==> src/rtl/exe_pkg.sv <==
// Shared definitions for the execute stage: data width, ALU operation
// encodings, divider FSM state encoding and small arithmetic helpers.
package exe_pkg;

    localparam int XLEN = 32;

    localparam logic [XLEN-1:0] XLEN_ZERO = {XLEN{1'b0}};
    localparam logic [XLEN-1:0] XLEN_ONES = {XLEN{1'b1}};
    localparam logic [XLEN-1:0] XLEN_ONE  = {{(XLEN-1){1'b0}}, 1'b1};
    localparam logic [XLEN-1:0] XLEN_MIN  = {1'b1, {(XLEN-1){1'b0}}};

    localparam logic [4:0] EXE_OP_ADD   = 5'd0;
    localparam logic [4:0] EXE_OP_SUB   = 5'd1;
    localparam logic [4:0] EXE_OP_SLL   = 5'd2;
    localparam logic [4:0] EXE_OP_SLT   = 5'd3;
    localparam logic [4:0] EXE_OP_SLTU  = 5'd4;
    localparam logic [4:0] EXE_OP_XOR   = 5'd5;
    localparam logic [4:0] EXE_OP_SRL   = 5'd6;
    localparam logic [4:0] EXE_OP_SRA   = 5'd7;
    localparam logic [4:0] EXE_OP_OR    = 5'd8;
    localparam logic [4:0] EXE_OP_AND   = 5'd9;
    localparam logic [4:0] EXE_OP_PASS2 = 5'd10;
    localparam logic [4:0] EXE_OP_MUL   = 5'd11;
    localparam logic [4:0] EXE_OP_DIV   = 5'd12;
    localparam logic [4:0] EXE_OP_DIVU  = 5'd13;
    localparam logic [4:0] EXE_OP_REM   = 5'd14;
    localparam logic [4:0] EXE_OP_REMU  = 5'd15;

    typedef enum logic [1:0] {
        DIV_IDLE = 2'd0,
        DIV_CALC = 2'd1,
        DIV_DONE = 2'd2
    } div_state_e;

    // True for the four multi-cycle divide/remainder operations.
    function automatic logic is_div_op(input logic [4:0] op);
        logic res;
        case (op)
            EXE_OP_DIV, EXE_OP_DIVU, EXE_OP_REM, EXE_OP_REMU: res = 1'b1;
            default:                                          res = 1'b0;
        endcase
        return res;
    endfunction

    // Two's-complement magnitude of a signed value (MIN maps to itself,
    // which is the correct unsigned magnitude).
    function automatic logic [XLEN-1:0] abs_val(input logic [XLEN-1:0] v);
        logic [XLEN-1:0] res;
        if (v[XLEN-1]) begin
            res = ~v + XLEN_ONE;
        end else begin
            res = v;
        end
        return res;
    endfunction

endpackage

==> src/rtl/exe_if.sv <==
// ID/EX -> EX/MEM bundle. The issuing side (decode stage or bench) uses the
// master modport; the execute stage uses the slave modport.
interface exe_if;
    import exe_pkg::*;

    logic            inst_valid_i;
    logic [4:0]      alu_op_i;
    logic [XLEN-1:0] op1_i;
    logic [XLEN-1:0] op2_i;
    logic [4:0]      rd_addr_i;
    logic            rd_we_i;
    logic            flush_i;
    logic [4:0]      rd_addr_o;
    logic [XLEN-1:0] rd_data_o;
    logic            rd_we_o;
    logic            stall_o;

    modport master (
        output inst_valid_i, alu_op_i, op1_i, op2_i, rd_addr_i, rd_we_i, flush_i,
        input  rd_addr_o, rd_data_o, rd_we_o, stall_o
    );

    modport slave (
        input  inst_valid_i, alu_op_i, op1_i, op2_i, rd_addr_i, rd_we_i, flush_i,
        output rd_addr_o, rd_data_o, rd_we_o, stall_o
    );

endinterface

==> src/rtl/exe_div.sv <==
// Iterative restoring divider: one quotient bit per cycle over 32 cycles.
// Signed operations divide magnitudes and fix the signs at the end.
// Divide-by-zero and signed overflow skip the iteration and go straight to
// DONE with their architectural results. Only built when RV32M_DIV_EN is
// defined.
`ifdef RV32M_DIV_EN
module exe_div
    import exe_pkg::*;
(
    input  logic            clk_i,
    input  logic            rst_i,
    input  logic            start,
    input  logic            flush,
    input  logic            is_signed,
    input  logic [XLEN-1:0] dividend,
    input  logic [XLEN-1:0] divisor,
    output logic            busy,
    output logic            done,
    output logic [XLEN-1:0] quotient,
    output logic [XLEN-1:0] remainder
);

    div_state_e      state_r;
    logic [4:0]      cnt_r;
    logic [XLEN-1:0] q_r;
    logic [XLEN-1:0] r_r;
    logic [XLEN-1:0] dvs_r;
    logic            neg_q_r;
    logic            neg_r_r;

    logic            div_zero_s;
    logic            ovf_s;
    logic [XLEN-1:0] abs_dvd_s;
    logic [XLEN-1:0] abs_dvs_s;
    logic [XLEN:0]   shift_s;
    logic [XLEN:0]   diff_s;

    // Classify the incoming operands and form their magnitudes.
    always_comb begin
        div_zero_s = (divisor == XLEN_ZERO);
        ovf_s      = is_signed & (dividend == XLEN_MIN) & (divisor == XLEN_ONES);
        if (is_signed) begin
            abs_dvd_s = abs_val(dividend);
            abs_dvs_s = abs_val(divisor);
        end else begin
            abs_dvd_s = dividend;
            abs_dvs_s = divisor;
        end
    end

    // One restoring step: shift the next dividend bit in and trial-subtract.
    always_comb begin
        shift_s = {r_r, q_r[XLEN-1]};
        diff_s  = shift_s - {1'b0, dvs_r};
    end

    // Divider FSM: IDLE accepts, CALC iterates 32 times, DONE presents one cycle.
    always_ff @(posedge clk_i or posedge rst_i) begin
        if (rst_i) begin
            state_r <= DIV_IDLE;
            cnt_r   <= 5'd0;
            q_r     <= XLEN_ZERO;
            r_r     <= XLEN_ZERO;
            dvs_r   <= XLEN_ZERO;
            neg_q_r <= 1'b0;
            neg_r_r <= 1'b0;
        end else if (flush) begin
            state_r <= DIV_IDLE;
            cnt_r   <= 5'd0;
        end else begin
            case (state_r)
                DIV_IDLE: begin
                    if (start) begin
                        cnt_r <= 5'd0;
                        dvs_r <= abs_dvs_s;
                        if (div_zero_s) begin
                            q_r     <= XLEN_ONES;
                            r_r     <= dividend;
                            neg_q_r <= 1'b0;
                            neg_r_r <= 1'b0;
                            state_r <= DIV_DONE;
                        end else if (ovf_s) begin
                            q_r     <= XLEN_MIN;
                            r_r     <= XLEN_ZERO;
                            neg_q_r <= 1'b0;
                            neg_r_r <= 1'b0;
                            state_r <= DIV_DONE;
                        end else begin
                            q_r     <= abs_dvd_s;
                            r_r     <= XLEN_ZERO;
                            neg_q_r <= is_signed & (dividend[XLEN-1] ^ divisor[XLEN-1]);
                            neg_r_r <= is_signed & dividend[XLEN-1];
                            state_r <= DIV_CALC;
                        end
                    end else begin
                        state_r <= DIV_IDLE;
                    end
                end
                DIV_CALC: begin
                    if (diff_s[XLEN]) begin
                        r_r <= shift_s[XLEN-1:0];
                    end else begin
                        r_r <= diff_s[XLEN-1:0];
                    end
                    q_r   <= {q_r[XLEN-2:0], ~diff_s[XLEN]};
                    cnt_r <= cnt_r + 5'd1;
                    if (cnt_r == 5'd31) begin
                        state_r <= DIV_DONE;
                    end else begin
                        state_r <= DIV_CALC;
                    end
                end
                DIV_DONE: begin
                    state_r <= DIV_IDLE;
                end
                default: begin
                    state_r <= DIV_IDLE;
                end
            endcase
        end
    end

    // Status flags and sign-corrected results.
    always_comb begin
        busy = (state_r == DIV_CALC);
        done = (state_r == DIV_DONE);
        if (neg_q_r) begin
            quotient = ~q_r + XLEN_ONE;
        end else begin
            quotient = q_r;
        end
        if (neg_r_r) begin
            remainder = ~r_r + XLEN_ONE;
        end else begin
            remainder = r_r;
        end
    end

endmodule
`endif

==> src/rtl/exe.sv <==
// Execute stage: single-cycle ALU plus an optional iterative divider.
// Optional feature macro: RV32M_DIV_EN (divide/remainder support). Without
// it, divide ops retire in one cycle with no write and stall_o stays low.
module exe
    import exe_pkg::*;
(
    input  logic clk_i,
    input  logic rst_i,
    exe_if.slave bus
);

    logic [XLEN-1:0] alu_res_s;
    logic            alu_ok_s;
    logic            div_busy_s;
    logic            div_done_s;
    logic            div_we_s;
    logic [4:0]      div_addr_s;
    logic [XLEN-1:0] div_res_s;
    logic            rd_we_s;
    logic [4:0]      rd_addr_s;
    logic [XLEN-1:0] rd_data_s;
    logic            stall_s;

    // Single-cycle ALU; alu_ok_s marks op codes this path retires.
    always_comb begin
        alu_res_s = XLEN_ZERO;
        alu_ok_s  = 1'b1;
        case (bus.alu_op_i)
            EXE_OP_ADD:   alu_res_s = bus.op1_i + bus.op2_i;
            EXE_OP_SUB:   alu_res_s = bus.op1_i - bus.op2_i;
            EXE_OP_SLL:   alu_res_s = bus.op1_i << bus.op2_i[4:0];
            EXE_OP_SRL:   alu_res_s = bus.op1_i >> bus.op2_i[4:0];
            EXE_OP_SRA:   alu_res_s = $unsigned($signed(bus.op1_i) >>> bus.op2_i[4:0]);
            EXE_OP_SLT:   alu_res_s = {{(XLEN-1){1'b0}}, ($signed(bus.op1_i) < $signed(bus.op2_i))};
            EXE_OP_SLTU:  alu_res_s = {{(XLEN-1){1'b0}}, (bus.op1_i < bus.op2_i)};
            EXE_OP_XOR:   alu_res_s = bus.op1_i ^ bus.op2_i;
            EXE_OP_OR:    alu_res_s = bus.op1_i | bus.op2_i;
            EXE_OP_AND:   alu_res_s = bus.op1_i & bus.op2_i;
            EXE_OP_PASS2: alu_res_s = bus.op2_i;
            EXE_OP_MUL:   alu_res_s = bus.op1_i * bus.op2_i;
            default: begin
                alu_res_s = XLEN_ZERO;
                alu_ok_s  = 1'b0;
            end
        endcase
    end

`ifdef RV32M_DIV_EN
    localparam logic DIV_EN = 1'b1;

    logic            div_start_s;
    logic            div_signed_s;
    logic [4:0]      lat_addr_r;
    logic            lat_we_r;
    logic            lat_rem_r;
    logic [XLEN-1:0] quot_s;
    logic [XLEN-1:0] remd_s;

    // Accept a divide only from idle and only if it is not being killed.
    always_comb begin
        div_start_s  = bus.inst_valid_i & is_div_op(bus.alu_op_i) & ~bus.flush_i
                     & ~div_busy_s & ~div_done_s;
        div_signed_s = (bus.alu_op_i == EXE_OP_DIV) | (bus.alu_op_i == EXE_OP_REM);
    end

    exe_div u_div (
        .clk_i     (clk_i),
        .rst_i     (rst_i),
        .start     (div_start_s),
        .flush     (bus.flush_i),
        .is_signed (div_signed_s),
        .dividend  (bus.op1_i),
        .divisor   (bus.op2_i),
        .busy      (div_busy_s),
        .done      (div_done_s),
        .quotient  (quot_s),
        .remainder (remd_s)
    );

    // Capture destination info and result selection when a divide is accepted.
    always_ff @(posedge clk_i or posedge rst_i) begin
        if (rst_i) begin
            lat_addr_r <= 5'd0;
            lat_we_r   <= 1'b0;
            lat_rem_r  <= 1'b0;
        end else if (div_start_s) begin
            lat_addr_r <= bus.rd_addr_i;
            lat_we_r   <= bus.rd_we_i;
            lat_rem_r  <= (bus.alu_op_i == EXE_OP_REM) | (bus.alu_op_i == EXE_OP_REMU);
        end else begin
            lat_addr_r <= lat_addr_r;
            lat_we_r   <= lat_we_r;
            lat_rem_r  <= lat_rem_r;
        end
    end

    // Divider write-back view; writes to x0 are suppressed here.
    always_comb begin
        div_we_s   = lat_we_r & (lat_addr_r != 5'd0);
        div_addr_s = lat_addr_r;
        if (lat_rem_r) begin
            div_res_s = remd_s;
        end else begin
            div_res_s = quot_s;
        end
    end
`else
    localparam logic DIV_EN = 1'b0;

    // No divider: the divide path is permanently idle.
    always_comb begin
        div_busy_s = 1'b0;
        div_done_s = 1'b0;
        div_we_s   = 1'b0;
        div_addr_s = 5'd0;
        div_res_s  = XLEN_ZERO;
    end
`endif

    // Output selection; reset and flush override everything, and the
    // address/data are zero whenever no write is performed.
    always_comb begin
        rd_we_s   = 1'b0;
        rd_addr_s = 5'd0;
        rd_data_s = XLEN_ZERO;
        stall_s   = 1'b0;
        if (rst_i || bus.flush_i) begin
            rd_we_s = 1'b0;
        end else if (div_done_s) begin
            if (div_we_s) begin
                rd_we_s   = 1'b1;
                rd_addr_s = div_addr_s;
                rd_data_s = div_res_s;
            end else begin
                rd_we_s = 1'b0;
            end
        end else if (div_busy_s) begin
            stall_s = 1'b1;
        end else if (bus.inst_valid_i && is_div_op(bus.alu_op_i)) begin
            stall_s = DIV_EN;
        end else if (bus.inst_valid_i && bus.rd_we_i && (bus.rd_addr_i != 5'd0) && alu_ok_s) begin
            rd_we_s   = 1'b1;
            rd_addr_s = bus.rd_addr_i;
            rd_data_s = alu_res_s;
        end else begin
            rd_we_s = 1'b0;
        end
    end

    assign bus.rd_we_o   = rd_we_s;
    assign bus.rd_addr_o = rd_addr_s;
    assign bus.rd_data_o = rd_data_s;
    assign bus.stall_o   = stall_s;

endmodule
==> src/flat_wrapper.sv <==
// flat-port wrapper written by rule: the top's interface ports become plain ports
module exe_flat import exe_pkg::*;
  (clk_i, rst_i, bus_inst_valid_i, bus_alu_op_i, bus_op1_i, bus_op2_i, bus_rd_addr_i, bus_rd_we_i, bus_flush_i, bus_rd_addr_o, bus_rd_data_o, bus_rd_we_o, bus_stall_o);
  exe_if bus_i ();
  input  logic clk_i;
  input  logic rst_i;
  input wire logic [$bits(bus_i.inst_valid_i)-1:0] bus_inst_valid_i;
  input wire logic [$bits(bus_i.alu_op_i)-1:0] bus_alu_op_i;
  input wire logic [$bits(bus_i.op1_i)-1:0] bus_op1_i;
  input wire logic [$bits(bus_i.op2_i)-1:0] bus_op2_i;
  input wire logic [$bits(bus_i.rd_addr_i)-1:0] bus_rd_addr_i;
  input wire logic [$bits(bus_i.rd_we_i)-1:0] bus_rd_we_i;
  input wire logic [$bits(bus_i.flush_i)-1:0] bus_flush_i;
  output wire logic [$bits(bus_i.rd_addr_o)-1:0] bus_rd_addr_o;
  output wire logic [$bits(bus_i.rd_data_o)-1:0] bus_rd_data_o;
  output wire logic [$bits(bus_i.rd_we_o)-1:0] bus_rd_we_o;
  output wire logic [$bits(bus_i.stall_o)-1:0] bus_stall_o;
  assign bus_i.inst_valid_i = bus_inst_valid_i;
  assign bus_i.alu_op_i = bus_alu_op_i;
  assign bus_i.op1_i = bus_op1_i;
  assign bus_i.op2_i = bus_op2_i;
  assign bus_i.rd_addr_i = bus_rd_addr_i;
  assign bus_i.rd_we_i = bus_rd_we_i;
  assign bus_i.flush_i = bus_flush_i;
  assign bus_rd_addr_o = bus_i.rd_addr_o;
  assign bus_rd_data_o = bus_i.rd_data_o;
  assign bus_rd_we_o = bus_i.rd_we_o;
  assign bus_stall_o = bus_i.stall_o;
  exe u_core (.clk_i(clk_i), .rst_i(rst_i), .bus(bus_i));
endmodule
==> config.mk <==
export PLATFORM = sky130hd
export DESIGN_NAME = exe_flat
export DESIGN_NICKNAME = d
export VERILOG_FILES = /design/src/rtl/exe_pkg.sv /design/src/rtl/exe_if.sv /design/src/rtl/exe_div.sv /design/src/rtl/exe.sv /design/src/flat_wrapper.sv
export SDC_FILE = /design/constraint.sdc
export NUM_CORES = 2
export LEC_CHECK = 0
export ABC_AREA = 0
export CAP_MARGIN = 20
export CELL_PAD_IN_SITES_DETAIL_PLACEMENT = 1
export CELL_PAD_IN_SITES_GLOBAL_PLACEMENT = 2
export CORE_MARGIN = 10
export CORE_UTILIZATION = 35
export DETAILED_ROUTE_END_ITERATION = 10
export PLACE_DENSITY = 0.83
export SLEW_MARGIN = 5
export SYNTH_ARGS = -nofsm -noshare
export SYNTH_HDL_FRONTEND = slang
export SYNTH_SLANG_ARGS = --single-unit
==> constraint.sdc <==
create_clock -name vclk -period 10.96
set_clock_uncertainty 0.05 [all_clocks]
set_input_delay 1.644 -clock vclk [all_inputs]
set_output_delay 1.644 -clock vclk [all_outputs]
set_load 0.01 [all_outputs]
==> results.env <==
POST_SYNTH_INST_COUNT=3072
TIMING.CRITICAL_PATH.BUF_INV=13
POST_SYNTH.CELL_AREA_AVG_UM2=7.78
DIE-HEIGHT_UM=281
CRIT_ARRIVAL_NS=9.18
WORST_PATH_DOMINANT_CELL_FAMILY='adder cells'
FP.DIEW_UM=281
METAL3_WL_UM=13500
GLOBALROUTETOTALUTIL=0.336
ROUTE.MET2.WL_UM=59800
PORT_BUFFERS=116
GP_CONGESTION=1.06
LAYOUT_COMMON_CELLS='sky130_fd_sc_hd__nor2_1 (483), sky130_fd_sc_hd__inv_1 (435), sky130_fd_sc_hd__fa_1 (395), sky130_fd_sc_hd__buf_4 (354), sky130_fd_sc_hd__nand2_1 (303)'
WORSTSETUPSTARTPOINTTYPE='input port'
PLACEMENTROWS=95
YOSYSWARNINGCOUNT=0
FP.DIEAREA_UM2=79100
NFLOPSANDLATCHES=0
VIAS_IN_THE_FIRST_GLOBAL_ROUTE=27300
HOLDWS_NS=4.27
FINAL_AREA_UM2=29300
SYNTH_CELL_TYPE_COUNT=78
CRITICAL_PATH_SINK_TYPE='output port'
FINAL_HOLD_VIOL_COUNT=0
POST_DRT_VIA_CELL_RATIO=6.06
SYNTH.YOSYS.SEQ_AREA_SHARE=0
SLEW_VIOLATIONS=0
CRIT_END='bus_rd_data_o[29]'
POST-SYNTH-TOP-AREA-CELL='sky130_fd_sc_hd__fa_1'
GRT_START_MAX_NET_PINS=45
FILLER_CELL_COUNT=8139
SYNTH.NET_COUNT=3781
DRC_ERRORS=0
AREA.GROWTH.SYNTH_TO_FINAL_PCT=22.5
DP.FINAL_HPWL_UM=113000
INITIAL_UTILIZATION=0.355
WORST-SETUP-PATH-TYPE='in2out'
CRITPATHMAXFANOUT=5
DPL_CELL_AREA_UM2=28400
GLOBAL_ROUTE_WIRE_LENGTH_BEFORE_REPAIR_UM=194000
ANT_NETS=0
MIN_PATH_TYPE='in2out'
GLOBALROUTE.TOTALOVERFLOW=0
SLEW-LIMIT-HEADROOM=0.243
FINAL_COMMON_CELL='sky130_fd_sc_hd__nor2_1'
DRIVE_ABOVE_1_SHARE=0.197
NETS=4101
SEQUENTIAL_CELL_AREA_UM2=0
FLOORPLAN.IO_PINS=118
ROUTE.TOP_LAYER_USED='met5'
SYNTH_AREA_UM2=23900
POST_SYNTH_MAIN_AREA_CONTRIBUTORS='sky130_fd_sc_hd__fa_1 (34%), sky130_fd_sc_hd__ha_1 (12%), sky130_fd_sc_hd__nor2_1 (8.0%), sky130_fd_sc_hd__inv_1 (7.3%), sky130_fd_sc_hd__mux4_2 (5.0%)'
GRT_ANTENNA_BEFORE_REPAIR=2
FMAX_MHz=91.9
FINALWIRELENGTH_UM=136000
MIN_DELAY_PATH_DEPTH=3
DRT-MET1-WL_UM=53400
SYNTH.TOP_CELL.AREA_SHARE=0.343
TIMING.FINAL.CRIT_SHARE=0.992
CRIT_REQUIRED_NS=9.27
TIMING.MAX_CAP.VIOLATIONS=0
DIODES=0
PLACEABLECOREAREA_UM2=67400
DRT-PASS1-ITER-COUNT=7
CRITICAL-PATH-TOP-CELL-BY-COUNT='sky130_fd_sc_hd__fa_1'
TRANSITION_AT_THE_PIN_WITH_THE_SMALLEST_MAX_TRANSITION_SLACK_NS=1.13
DRTITER0DRC=2693
SLOWEST_DELAY_NS=0.58
CLOCKBUFFERCOUNT=0
CRITICAL_PATH.STARTPOINT='bus_op2_i[12]'
STATUS='complete, no violations'
SETUP_VIOLATIONS=0
ROUTED-VIA-COUNT=25800
CRITICAL_PATH_DEPTH=33
ROUTED_WIRE_LENGTH_PER_INSTANCE_UM=31.8
POST-ROUTE-MIN-PERIOD_NS=10.88
CRITICAL_PATH.SLOWEST_CELL='sky130_fd_sc_hd__fa_2'
==> cells in the mapped netlist, drive strengths merged (47+ instances only) <==
cell	count
a21oi	178
buf	54
clkbuf	145
fa	410
ha	220
inv	473
mux4	53
nand2	307
nor2	509
nor3	47
o21ai	108
xnor2	74
==> logic make-up (layout without fill, tap and decap cells) <==
family                     Yosys count  in the layout  synth area share
and+or+nand+nor                   1004           1004             0.175
xor gates and xnor gates            91             91            0.0333
AOI/OAI and AO/OA                  574            574             0.159
other                                1              1          0.000157
adders and majority gates          630            630             0.459
muxes                               88             88            0.0648
buffers and inverters              684           1002             0.109
==> metrics by stage <==
step	TNS [ns]	std cells	setup WS, ns	utilization
2_1_floorplan	0	3072	0.0720	-
3_3_place_gp	-9.80	4239	-1.38	0.421
3_5_place_dp	-11.26	4239	-1.41	0.421
4_1_cts	0	4252	0.00103	0.429
5_1_grt	-0.185	4263	-0.0603	0.435
6_report	0	4263	0.0835	0.435
==> layer usage <==
metal | GRT usage | vias to the layer above
met5 | 0 | -
met4 | 0.175 | 2
met3 | 0.0692 | 344
met2 | 0.526 | 1488
met1 | 0.434 | 13400
li1 | - | 10600
==> cell type report <==
type,instances,area [um2],area share
well taps,873,1090,0.0373
inverters,485,1870,0.0637
multi-input cells,2388,21900,0.749
repair buffers,517,4390,0.150
==> worst min-delay path by stage <==
stage,startpoint,to,slack (ns)
floorplan,bus_rd_addr_i[0],bus_rd_addr_o[0],3.38
global placement,bus_rd_addr_i[4],bus_rd_addr_o[4],4.26
detailed placement,bus_rd_addr_i[4],bus_rd_addr_o[4],4.28
CTS,bus_rd_addr_i[4],bus_rd_addr_o[4],4.27
global route,bus_rd_addr_i[0],bus_rd_addr_o[0],4.30
finish,bus_rd_addr_i[1],bus_rd_addr_o[1],4.27
==> timing repair <==
action,4_1_cts,5_1_grt
setup endpoints to repair,17,15
pin swaps,39,61
resized for setup,210,126
hold buffers,0,0
setup buffers,15,13
Power is left out: the tool's default activity adds up to more than one toggle a clock period on the data nets, which glitch-free logic cannot reach.
